File: config.mk
export PLATFORM = sky130hd
export DESIGN_NAME = alu_muldiv_seq
export DESIGN_NICKNAME = d
export VERILOG_FILES = /design/src/rtl/alu_muldiv_seq.sv
export SDC_FILE = /design/constraint.sdc
export NUM_CORES = 1
export LEC_CHECK = 0
export ABC_AREA = 1
export CAP_MARGIN = 20
export CORE_MARGIN = 8
export CORE_UTILIZATION = 25
export CTS_CLUSTER_SIZE = 24
export DETAILED_ROUTE_END_ITERATION = 12
export GPL_TIMING_DRIVEN = 0
export PLACE_DENSITY = 0.48
export SLEW_MARGIN = 20
export SYNTH_ARGS = -nofsm -noshare
export SYNTH_HDL_FRONTEND = slang
export SYNTH_SLANG_ARGS = --single-unit
File: constraint.sdc
create_clock -name clk -period 1.7 [get_ports clk]
set_clock_uncertainty 0.2 [all_clocks]
set_input_delay 0.255 -clock clk [delete_from_list [all_inputs] [get_ports clk]]
set_output_delay 0.255 -clock clk [all_outputs]
set_load 0.05 [all_outputs]
File: src/rtl/alu_muldiv_seq.sv
// ---------------------------------------------------------------------------
// alu_muldiv_seq
//
// Purpose:
//   Multi-cycle sequencer for unsigned multiply and divide. It reuses the
//   shared combinational ALU and performs one iteration per clock. It never
//   contains an adder of its own: every add or subtract goes through
//   alu_A/alu_B/alu_op, and the sequencer reads back alu_result and
//   alu_carryout. The core issues one request and then stalls until the
//   response handshake.
//
//   Multiply uses unsigned shift-add:
//     HI/LO form the running product, and M is the multiplicand.
//   Divide uses unsigned restoring division:
//     R is the remainder, Q is the quotient/dividend, and D is the divisor.
//   The two algorithms use the same three data registers:
//     accHi_q  = HI or R
//     accLo_q  = LO or Q
//     operand_q = M or D
//
// Ports:
//   clk, rst            clock, synchronous active-high reset
//   req_valid/ready     request handshake (req_ready = state is IDLE)
//   req_op              00 MULU, 01 MULHU, 10 DIVU, 11 REMU
//   req_a, req_b        multiplicand/dividend, multiplier/divisor
//   resp_valid/ready    response handshake; resp_data holds while waiting
//   resp_data           selected result word
//   busy                high while running or holding a result
//   alu_A, alu_B        ALU operands (0 outside RUN)
//   alu_op              ALU opcode: 010 ADD, 110 SUB (ADD outside RUN)
//   alu_result          ALU result
//   alu_carryout        ALU carry (ADD) / borrow (SUB, 1 when A < B)
// ---------------------------------------------------------------------------
module alu_muldiv_seq #(
    parameter int DATA_WIDTH = 32
) (
    input  logic                  clk,
    input  logic                  rst,
    input  logic                  req_valid,
    output logic                  req_ready,
    input  logic [1:0]            req_op,
    input  logic [DATA_WIDTH-1:0] req_a,
    input  logic [DATA_WIDTH-1:0] req_b,
    output logic                  resp_valid,
    input  logic                  resp_ready,
    output logic [DATA_WIDTH-1:0] resp_data,
    output logic                  busy,
    output logic [DATA_WIDTH-1:0] alu_A,
    output logic [DATA_WIDTH-1:0] alu_B,
    output logic [2:0]            alu_op,
    input  logic [DATA_WIDTH-1:0] alu_result,
    input  logic                  alu_carryout
);

    localparam int CW = $clog2(DATA_WIDTH);
    localparam logic [CW-1:0] LAST_ITER = CW'(DATA_WIDTH - 1);

    localparam logic [2:0] ALU_ADD = 3'b010;
    localparam logic [2:0] ALU_SUB = 3'b110;

    typedef enum logic [1:0] {
        IDLE,
        RUN,
        DONE
    } state_t;

    state_t                  state_q, state_d;
    logic [CW-1:0]           count_q, count_d;
    logic [1:0]              op_q, op_d;
    logic [DATA_WIDTH-1:0]   accHi_q, accHi_d;
    logic [DATA_WIDTH-1:0]   accLo_q, accLo_d;
    logic [DATA_WIDTH-1:0]   operand_q, operand_d;

    logic                    isDiv;
    logic                    divTop;
    logic [DATA_WIDTH-1:0]   divPartial;
    logic                    quotBit;

    // op_q[1] separates the divide ops from the multiply ops.
    // divPartial is the remainder shifted left by one, with the next
    // dividend bit moved in at the bottom. divTop is the bit shifted out
    // at the top. When divTop is set, the true partial remainder is wider
    // than DATA_WIDTH, so it is certainly >= D. A borrow from the ALU
    // must then be ignored.
    assign isDiv      = op_q[1];
    assign divTop     = accHi_q[DATA_WIDTH-1];
    assign divPartial = {accHi_q[DATA_WIDTH-2:0], accLo_q[DATA_WIDTH-1]};

    // Handshake and status outputs come straight from the state.
    // resp_data is forced to zero outside DONE.
    // op_q[0] selects the high or remainder word:
    //   MULHU -> HI
    //   REMU  -> R
    // The other two ops return the low or quotient word.
    assign req_ready  = (state_q == IDLE);
    assign busy       = (state_q != IDLE);
    assign resp_valid = (state_q == DONE);
    assign resp_data  = (state_q == DONE) ? (op_q[0] ? accHi_q : accLo_q)
                                          : '0;

    // ALU drive is purely combinational from the state and registers, so
    // the result comes back within the same cycle.
    // Outside RUN the ALU sees a harmless ADD of zeros, leaving it free
    // for other users.
    always_comb begin
        alu_A  = '0;
        alu_B  = '0;
        alu_op = ALU_ADD;
        if (state_q == RUN) begin
            if (isDiv) begin
                alu_op = ALU_SUB;
                alu_A  = divPartial;
                alu_B  = operand_q;
            end else begin
                alu_op = ALU_ADD;
                alu_A  = accHi_q;
                alu_B  = accLo_q[0] ? operand_q : '0;
            end
        end
    end

    // Next-state logic and datapath updates. Each RUN cycle retires one
    // bit.
    //
    // Multiply: the 33-bit sum {carry, result} is the new high half,
    // shifted right by one. Its low bit moves into the top of LO, which
    // shifts right as well, so the next multiplier bit reaches LO[0].
    //
    // Divide: keep the difference when P >= D. Otherwise restore P.
    // Then shift the quotient bit into Q.
    always_comb begin
        state_d   = state_q;
        count_d   = count_q;
        op_d      = op_q;
        accHi_d   = accHi_q;
        accLo_d   = accLo_q;
        operand_d = operand_q;
        quotBit   = 1'b0;

        case (state_q)
            IDLE: begin
                if (req_valid) begin
                    state_d   = RUN;
                    count_d   = '0;
                    op_d      = req_op;
                    accHi_d   = '0;
                    accLo_d   = req_op[1] ? req_a : req_b;
                    operand_d = req_op[1] ? req_b : req_a;
                end
            end

            RUN: begin
                if (isDiv) begin
                    quotBit = divTop | ~alu_carryout;
                    accHi_d = quotBit ? alu_result : divPartial;
                    accLo_d = {accLo_q[DATA_WIDTH-2:0], quotBit};
                end else begin
                    accHi_d = {alu_carryout, alu_result[DATA_WIDTH-1:1]};
                    accLo_d = {alu_result[0], accLo_q[DATA_WIDTH-1:1]};
                end
                count_d = count_q + 1'b1;
                if (count_q == LAST_ITER) begin
                    state_d = DONE;
                end
            end

            DONE: begin
                if (resp_ready) begin
                    state_d = IDLE;
                end
            end

            default: begin
                state_d = IDLE;
            end
        endcase
    end

    // State and datapath registers.
    // Reset discards any operation that is in flight.
    always_ff @(posedge clk) begin
        if (rst) begin
            state_q   <= IDLE;
            count_q   <= '0;
            op_q      <= 2'b00;
            accHi_q   <= '0;
            accLo_q   <= '0;
            operand_q <= '0;
        end else begin
            state_q   <= state_d;
            count_q   <= count_d;
            op_q      <= op_d;
            accHi_q   <= accHi_d;
            accLo_q   <= accLo_d;
            operand_q <= operand_d;
        end
    end

endmodule
==> Word level (Yosys, flattened, before mapping) <==
Cells that the tools add are included.
{ "word_totals": {"regBits": 105, "input_bits": 103, "out_inout_bits": 102, "word_cells": 45} }
{ "classes": {"n_addsub": 1, "eq_ne": 6, "n_mux": 24, "n_bitwise": 2, "reduce_logical": 6} }
{ "op_table": {"columns": ["operator", "count"], "rows": [
  ["$mux 32", 14],
  ["$pmux 32 s2", 2],
  ["$pmux 5 s2", 1],
  ["$mux 2", 3],
  ["$mux 3", 2],
  ["$pmux 2 s3", 1],
  ["$add 5x1->5 const B", 1],
  ["$eq 5x5->1 const B", 1],
  ["$mux 5", 1],
  ["$ne 2x1->1 const B", 2],
  ["$reduce_and 2->1", 2],
  ["$reduce_bool 2->1", 2],
  ["$reduce_and 3->1", 1],
  ["$eq 2x1->1 const B", 1],
  ["$eq 2x2->1 const B", 1],
  ["$logic_not 2->1", 1],
  ["$ne 2x2->1 const B", 1],
  ["$not 1->1", 1],
  ["$or 1x1->1", 1]
]} }

==> Longest topological paths before layout <==
Gate-level depths: netlist of run 1.
{ "depth": {"ltp_word": 5, "depth_mapped": 8} }

==> Worst setup path after synthesis of run 1 <==
No wires, ideal clock.
{ "synth_timing": {"kind": "register -> output", "startpoint": "reg state_q[0]", "endpoint": "out alu_B[22]", "arrival_time_ps": 2035, "setup_slack_ps": -790, "stages_incl_launch_ff": 6, "path_buffers": 3, "cell_sequence": "dfxtp_1 -> buf_4 -> nand2_2 -> buf_2 -> buf_2 -> nor3b_1"} }
{ "synth_via": {"elab_chain_cells": 2} }
{ "synth_rtl": {"columns": ["item", "line", "text"], "rows": [
  ["start: declaration", "67", "state_t state_q, state_d;"],
  ["start signal: assignment", "190", "state_q <= state_d;"],
  ["$eq 2x1->1", "109", "if (state_q == RUN) begin"],
  ["$mux 32", "109", null],
  ["end: declaration", "49", "output logic [DATA_WIDTH-1:0] alu_B,"]
]} }
No other way between the ends.

==> Worst setup path in the final report of run 1 <==
{ "layout_timing": {"startpoint": "reg state_q[0]", "endpoint": "out alu_A[26]"} }
{ "layout_via": {"elab_chain_cells": 2} }
{ "layout_rtl": {"columns": ["item", "line", "text"], "rows": [
  ["$eq 2x1->1", "109", null],
  ["$mux 32", "109", null],
  ["end: declaration", "48", "output logic [DATA_WIDTH-1:0] alu_A,"]
]} }
No other way between the ends.

==> results_dict.tcl, run 1 <==
set metrics [dict create \
    clockBufferDepth 2 \
    crit_type "reg2out" \
    final_min_period_over_clock_period_pct 125 \
    p_int_mw 5.01 \
    slowest_stage "dfxtp_2" \
    grt_overflow 0 \
    required_ps 1240 \
    worstSkewPairLatency_ps 360 \
    ir_worst_vdd_uv 495 \
    htreeDepth 3 \
    antenna_found_initial 1 \
    synth_cells 1217 \
    violations "negative setup slack" \
    cts_root_buf "clkbuf_16" \
    clkPwrFrac_pct 25.9 \
    slew_viol_final 0 \
    numCtsBuffers 9 \
    ant_nets 0 \
    grt_pass1_vias 8513 \
    p_leak_nw 5.53 \
    hold_buffers 0 \
    placeableCoreArea_um2 28400 \
    cts_tree "yes" \
    drive_above_1_share_pct 32.1 \
    initial_core_util_pct 25.1 \
    drtIter0Drc 604 \
    synth_fp_nets 1322 \
    crit_path_start_kind "flip-flop" \
    worst_slack_ps -417 \
    sw_frac_of_total_pct 38.1 \
    slew_headroom_pct 46.0 \
    endpoint_kind "output pin" \
    dpl_worst_slack_ps -1220 \
    combinationalPowerShare_pct 39.5 \
    grt_max_degree 20 \
    clkTransAtPathRegs_ps 80 \
    power_density_nw_per_um2 624 \
    avgRoutedWirePerCell_um 18.0 \
    crit_top_cell "buf_8" \
    cap_violations 0 \
    die_x_um 185 \
    worstPathArrival_ps 1660 \
    fmax_ghz 0.472 \
    fin_crit_ps 2120 \
    drt-pass1-iter-count 5 \
    synth-seq-cells 105 \
    groute.usage.overall_pct 18.6 \
    ios 205 \
    p_sw_mw 3.09 \
    grt_pass1_wl_um 49400 \
    vias_per_cell 4.74 \
    finalSetupViolations 179 \
    vias 8856 \
    path_cells "buf_6 -> nand2_8 -> clkinv_8 -> buf_8 -> clkbuf_16 -> nand2_2 -> a21oi_4 -> buf_8" \
    die-area_um2 34200 \
    drc 0 \
    worstPathMaxFanout 7 \
    ys_seq_area_share_pct 29.5 \
    total_power_mw 8.10 \
    hpwl_um 25100 \
    critPathMaxStageDelay_ps 330 \
    nets 1585 \
    worstMarginPinSlew_ps 810 \
    pwr-share-seq_pct 34.6 \
    rows 62 \
    cts.sinks 105 \
    areaGrowthSynthToFinish_pct 82.0 \
    final_hold_viol_count 0 \
    gp_congestion 0.853 \
    min_path_type "in2reg" \
    rsz0062_at_grt "true" \
    yosys_warnings 0 \
    postRouteWirelength_um 33700 \
    syn-cell-area_um2 7130 \
    fin_util_pct 45.7 \
    finalSetupTns_ps -42550 \
    port_buffers 200 \
    outcome "complete, but fails checks" \
    die_y_um 185 \
    ys_types 24 \
    synth_area_per_cell_um2 5.86 \
]
[what timing repair did]
item / 4_1_cts / 5_1_grt
gates resized for setup: 804 / 260
pin swaps: 5 / 59
cloned: 4 / 14
setup buffers: 18 / 19
endpoints found under the setup margin: 173 / 202
[kinds of logic after synthesis]
logic type,after synthesis,share of synthesized area [%]
buf+inv,237,14.0
simple gates,569,32.4
flops,105,29.5
compound gates,302,23.6
other cells,2,0.105
fa+ha+maj,2,0.351
[area by class of cell]
class                   count  area [um2]
repair buffers            252        2920
diodes                      1        2.50
flip-flops and latches    105        2110
plain buffers              95         948
multi-input cells         876        5650
repair inverters            1        8.76
fillers                  2941       15400
inverters                 140         571
well taps                 384         480
clock buffers              10         239
clock inverters             6        42.5
[power groups by stage]
stage | combinational, mW | clock, mW | sequential, mW
floorplan | 1.72 | 0 | 2.78
global placement | 2.52 | 0 | 2.83
detailed placement | 2.53 | 0 | 2.83
CTS | 2.71 | 2.16 | 2.79
global route | 3.45 | 2.25 | 2.83
finish | 3.20 | 2.10 | 2.81
[synth_stat cells, drive strengths merged]
master / instances / area, um2
nor3b: 32 / 240
ha: 2 / 25.0
inv: 139 / 522
nor2: 71 / 272
nor3: 1 / 5.00
nand3: 35 / 175
dfxtp: 105 / 2100
a21oi: 168 / 841
nand2: 430 / 1620
o211ai: 63 / 473
o21ai: 70 / 362
conb: 2 / 7.51
buf: 56 / 319
o21a: 1 / 7.51
clkbuf: 41 / 154
clkinv: 1 / 3.75
[through the flow]
| step | hold WS, ps | instance area, um2 | std cells |
|---|---|---|---|
| 3_3_place_gp | 251 | 10800 | 1801 |
| 2_1_floorplan | 225 | 8310 | 1217 |
| 4_1_cts | 246 | 11700 | 1837 |
| 6_report | 232 | 13000 | 1870 |
| 3_5_place_dp | 253 | 10800 | 1801 |
| 5_1_grt | 275 | 13000 | 1870 |
[cell usage in the layout (no fill, tap or decap), types with 2 or more instances in the layout]
| master | count |
|---|---|
| clkdlybuf4s50_1 | 100 |
| o211ai_1 | 63 |
| clkbuf_4 | 7 |
| inv_6 | 3 |
| conb_1 | 2 |
| buf_8 | 31 |
| clkbuf_1 | 16 |
| clkinv_8 | 2 |
| dfxtp_1 | 101 |
| nor2_4 | 3 |
| nor2_1 | 63 |
| clkbuf_16 | 22 |
| ha_1 | 2 |
| nand2_8 | 2 |
| nand3_1 | 35 |
| clkinv_2 | 2 |
| clkinvlp_4 | 2 |
| nand2_1 | 368 |
| a21oi_2 | 23 |
| o21ai_2 | 28 |
| nor3b_4 | 32 |
| clkbuf_8 | 3 |
| nand2_2 | 34 |
| o21ai_0 | 37 |
| a21oi_4 | 64 |
| clkbuf_2 | 7 |
| buf_6 | 97 |
| buf_12 | 22 |
| nand2_4 | 27 |
| o21ai_1 | 4 |
| buf_2 | 17 |
| inv_1 | 134 |
| a21oi_1 | 81 |
| buf_4 | 34 |
| dfxtp_4 | 3 |
| nor2_2 | 5 |
[metal layers]
layer,vias up,track usage [%],wire length (um)
met4,0,5.09,591
met1,4176,24.0,15100
met5,-,0,0
met3,28,3.65,1730
met2,216,31.0,16300
li1,4436,-,-
[worst max-delay path: cells and delay by family, from the launching register on]
family,cells,cell delay [ps]
flops,1,330
simple gates,2,170
buf+inv,5,660
compound gates,1,130
[registers in the layout (all words and copies together), names as in the netlist]
register and flops:
op_q 2, accHi_q 32, count_q 5, state_q 2, accLo_q 32, operand_q 32
[worst paths after layout]
check / start / endpoint / slack (ps) / depth (start not counted)
setup / recovery: state_q[0] / alu_A[26] / -420 / 8
setup reg to reg: state_q[0] / operand_q[11] / -220 / 9
hold / removal: rst / accLo_q[30] / 230 / 4
hold reg to reg: accHi_q[7] / accHi_q[7] / 260 / 2
No activity file was read; power rests on OpenSTA's default activity.
==> run 2, diff against run 1 <==
--- a/config.mk
+++ b/config.mk
@@ -8,11 +8,11 @@
 export ABC_AREA = 1
 export CAP_MARGIN = 20
 export CORE_MARGIN = 8
-export CORE_UTILIZATION = 25
+export CORE_UTILIZATION = 45
 export CTS_CLUSTER_SIZE = 24
 export DETAILED_ROUTE_END_ITERATION = 12
 export GPL_TIMING_DRIVEN = 0
-export PLACE_DENSITY = 0.48
+export PLACE_DENSITY = 0.77
 export SLEW_MARGIN = 20
 export SYNTH_ARGS = -nofsm -noshare
 export SYNTH_HDL_FRONTEND = slang
==> run 2 against run 1 <==
- the flow still finishes with violations (negative setup slack)
- clock power about the same
- routed wire length down 9.3%
- core utilization up 35 points
- global-route usage up 7.9 points
- sequential power about the same
- critical endpoint is now resp_data[12]
- largest cell class unchanged
==> results_dict.tcl, run 2 (same netlist as run 1, synthesis figures left out) <==
set metrics [dict create \
    outcome "complete, but fails checks" \
    violations "negative setup slack" \
    grt_pass1_vias 8436 \
    final_hold_viol_count 0 \
    ir_worst_vdd_uv 501 \
    gp_congestion 0.881 \
    slowest_stage "dfxtp_2" \
    clockBufferDepth 2 \
    postPlaceCellArea_um2 10600 \
    slew_headroom_pct 51.9 \
    required_ps 1240 \
    htreeDepth 3 \
    die_y_um 142 \
    vias 9316 \
    grt_pass1_wl_um 43000 \
    drtIter0Drc 957 \
    endpoint_kind "output pin" \
    die_x_um 142 \
    cts_root_buf "clkbuf_16" \
    grt_overflow 0 \
    crit_path_start_kind "flip-flop" \
    groute.usage.overall_pct 26.5 \
    worstSkewPairLatency_ps 360 \
    areaGrowthSynthToFinish_pct 76.2 \
    drt-pass1-iter-count 6 \
    fmax_ghz 0.470 \
    mostFrequentLayoutCell "nand2_1" \
    antenna_found_initial 0 \
    ios 205 \
    fin_crit_ps 2130 \
    cts_tree "yes" \
    die-area_um2 20100 \
    cts.sinks 105 \
    final_min_period_over_clock_period_pct 125 \
    layout.cells.most_common_list "371 x nand2_1, 133 x inv_1, 105 x buf_6" \
    slew_viol_final 0 \
    placeableCoreArea_um2 15700 \
    avgRoutedWirePerCell_um 18.0 \
    path_cells "inv_4 -> nor2_4 -> buf_12 -> clkbuf_16 -> o21ai_2 -> a21oi_4 -> buf_6" \
    port_buffers 200 \
    worstPathArrival_ps 1670 \
    ant_nets 0 \
    numCtsBuffers 9 \
    vias_per_cell 5.50 \
    finalSetupViolations 199 \
    antenna_cells 0 \
    grt_max_degree 20 \
    p_leak_nw 5.42 \
    min_path_type "in2reg" \
    cap_violations 0 \
    worstMarginPinSlew_ps 722 \
    power_density_nw_per_um2 641 \
    critPathMaxStageDelay_ps 360 \
    reg_top3 "accHi_q x32, accLo_q x32, operand_q x32" \
    multi_input_area_um2 5580 \
    crit_type "reg2out" \
    fillers 1087 \
    final-seq-area_um2 2110 \
    hpwl_um 20600 \
    total_power_mw 8.05 \
    initial_core_util_pct 45.5 \
    worst_slack_ps -426 \
    nets 1579 \
    worstPathMaxFanout 10 \
    rows 46 \
    rsz0062_at_grt "true" \
    postRouteWirelength_um 30600 \
    final_area_um2 12600 \
    clkTransAtPathRegs_ps 80 \
    drc 0 \
    drive_above_1_share_pct 32.0 \
]
==> run 2: where the power goes <==
group          internal (mW)  switching [mW]
sequential              2.64           0.154
clock                   1.03            1.09
combinational           1.29            1.84
total                   4.96            3.09
==> run 2: per-stage QoR <==
step                setup TNS [ps]  hold slack, ps  utilization, %  setup slack, ps  instances
floorplan                    -9160             225               -             -134       1217
global placement           -101590             248            67.6            -1090       1633
detailed placement         -102620             254            67.6            -1090       1633
CTS                         -32750             201            73.2             -365       1663
global route                -50240             281            80.2             -473       1695
finish                      -39770             256            80.2             -426       1695
==> run 2: path summary, 6_finish.rpt <==
path / endpoint / start / slack, ps / depth (start not counted)
worst max-delay path: resp_data[12] / state_q[1] / -430 / 7
worst min register to register: accHi_q[29] / accHi_q[29] / 270 / 2
worst min-delay path: accLo_q[2] / rst / 260 / 4
worst max register to register: operand_q[2] / state_q[0] / -130 / 10
==> run 2: per-layer routing <==
layer / global-route usage [%] / part of all wire [%]
met5: 0 / 0
met4: 10.0 / 4.1
met3: 3.73 / 7.3
met2: 46.4 / 49
met1: 32.2 / 39
==> run 2: repair_timing <==
item                                    4_1_cts  5_1_grt
endpoints found under the setup margin      110      198
gates resized for setup                     802      225
setup buffers                                15       19
gates cloned                                  2       13
hold buffers                                  0        0
pin swaps                                     3       29
==> run 2: critical path, delay by kind of cell (launching register included) <==
kind / cells / cell delay (ps)
buf+inv: 4 / 560
compound gates: 2 / 240
simple gates: 1 / 130
flops: 1 / 360
==> run 2: layout make-up <==
class                           count  area share [%]
Multi-Input combinational cell    876            44.5
Sequential cell                   105            16.8
Clock buffer                        9            1.79
Tap cell                          216            2.15
Timing Repair inverter              1          0.0697
Timing Repair Buffer              247            22.2
Inverter                          140            4.67
Buffer                             94            7.38
Clock inverter                      7           0.488
==> run 3, diff against run 2 <==
--- a/config.mk
+++ b/config.mk
@@ -9,6 +9,7 @@
 export CAP_MARGIN = 20
 export CORE_MARGIN = 8
 export CORE_UTILIZATION = 45
+export CTS_CLUSTER_DIAMETER = 30
 export CTS_CLUSTER_SIZE = 24
 export DETAILED_ROUTE_END_ITERATION = 12
 export GPL_TIMING_DRIVEN = 0
==> results of run 3 <==
Same layout as run 2: the final DEF is identical, and so are final timing and power.
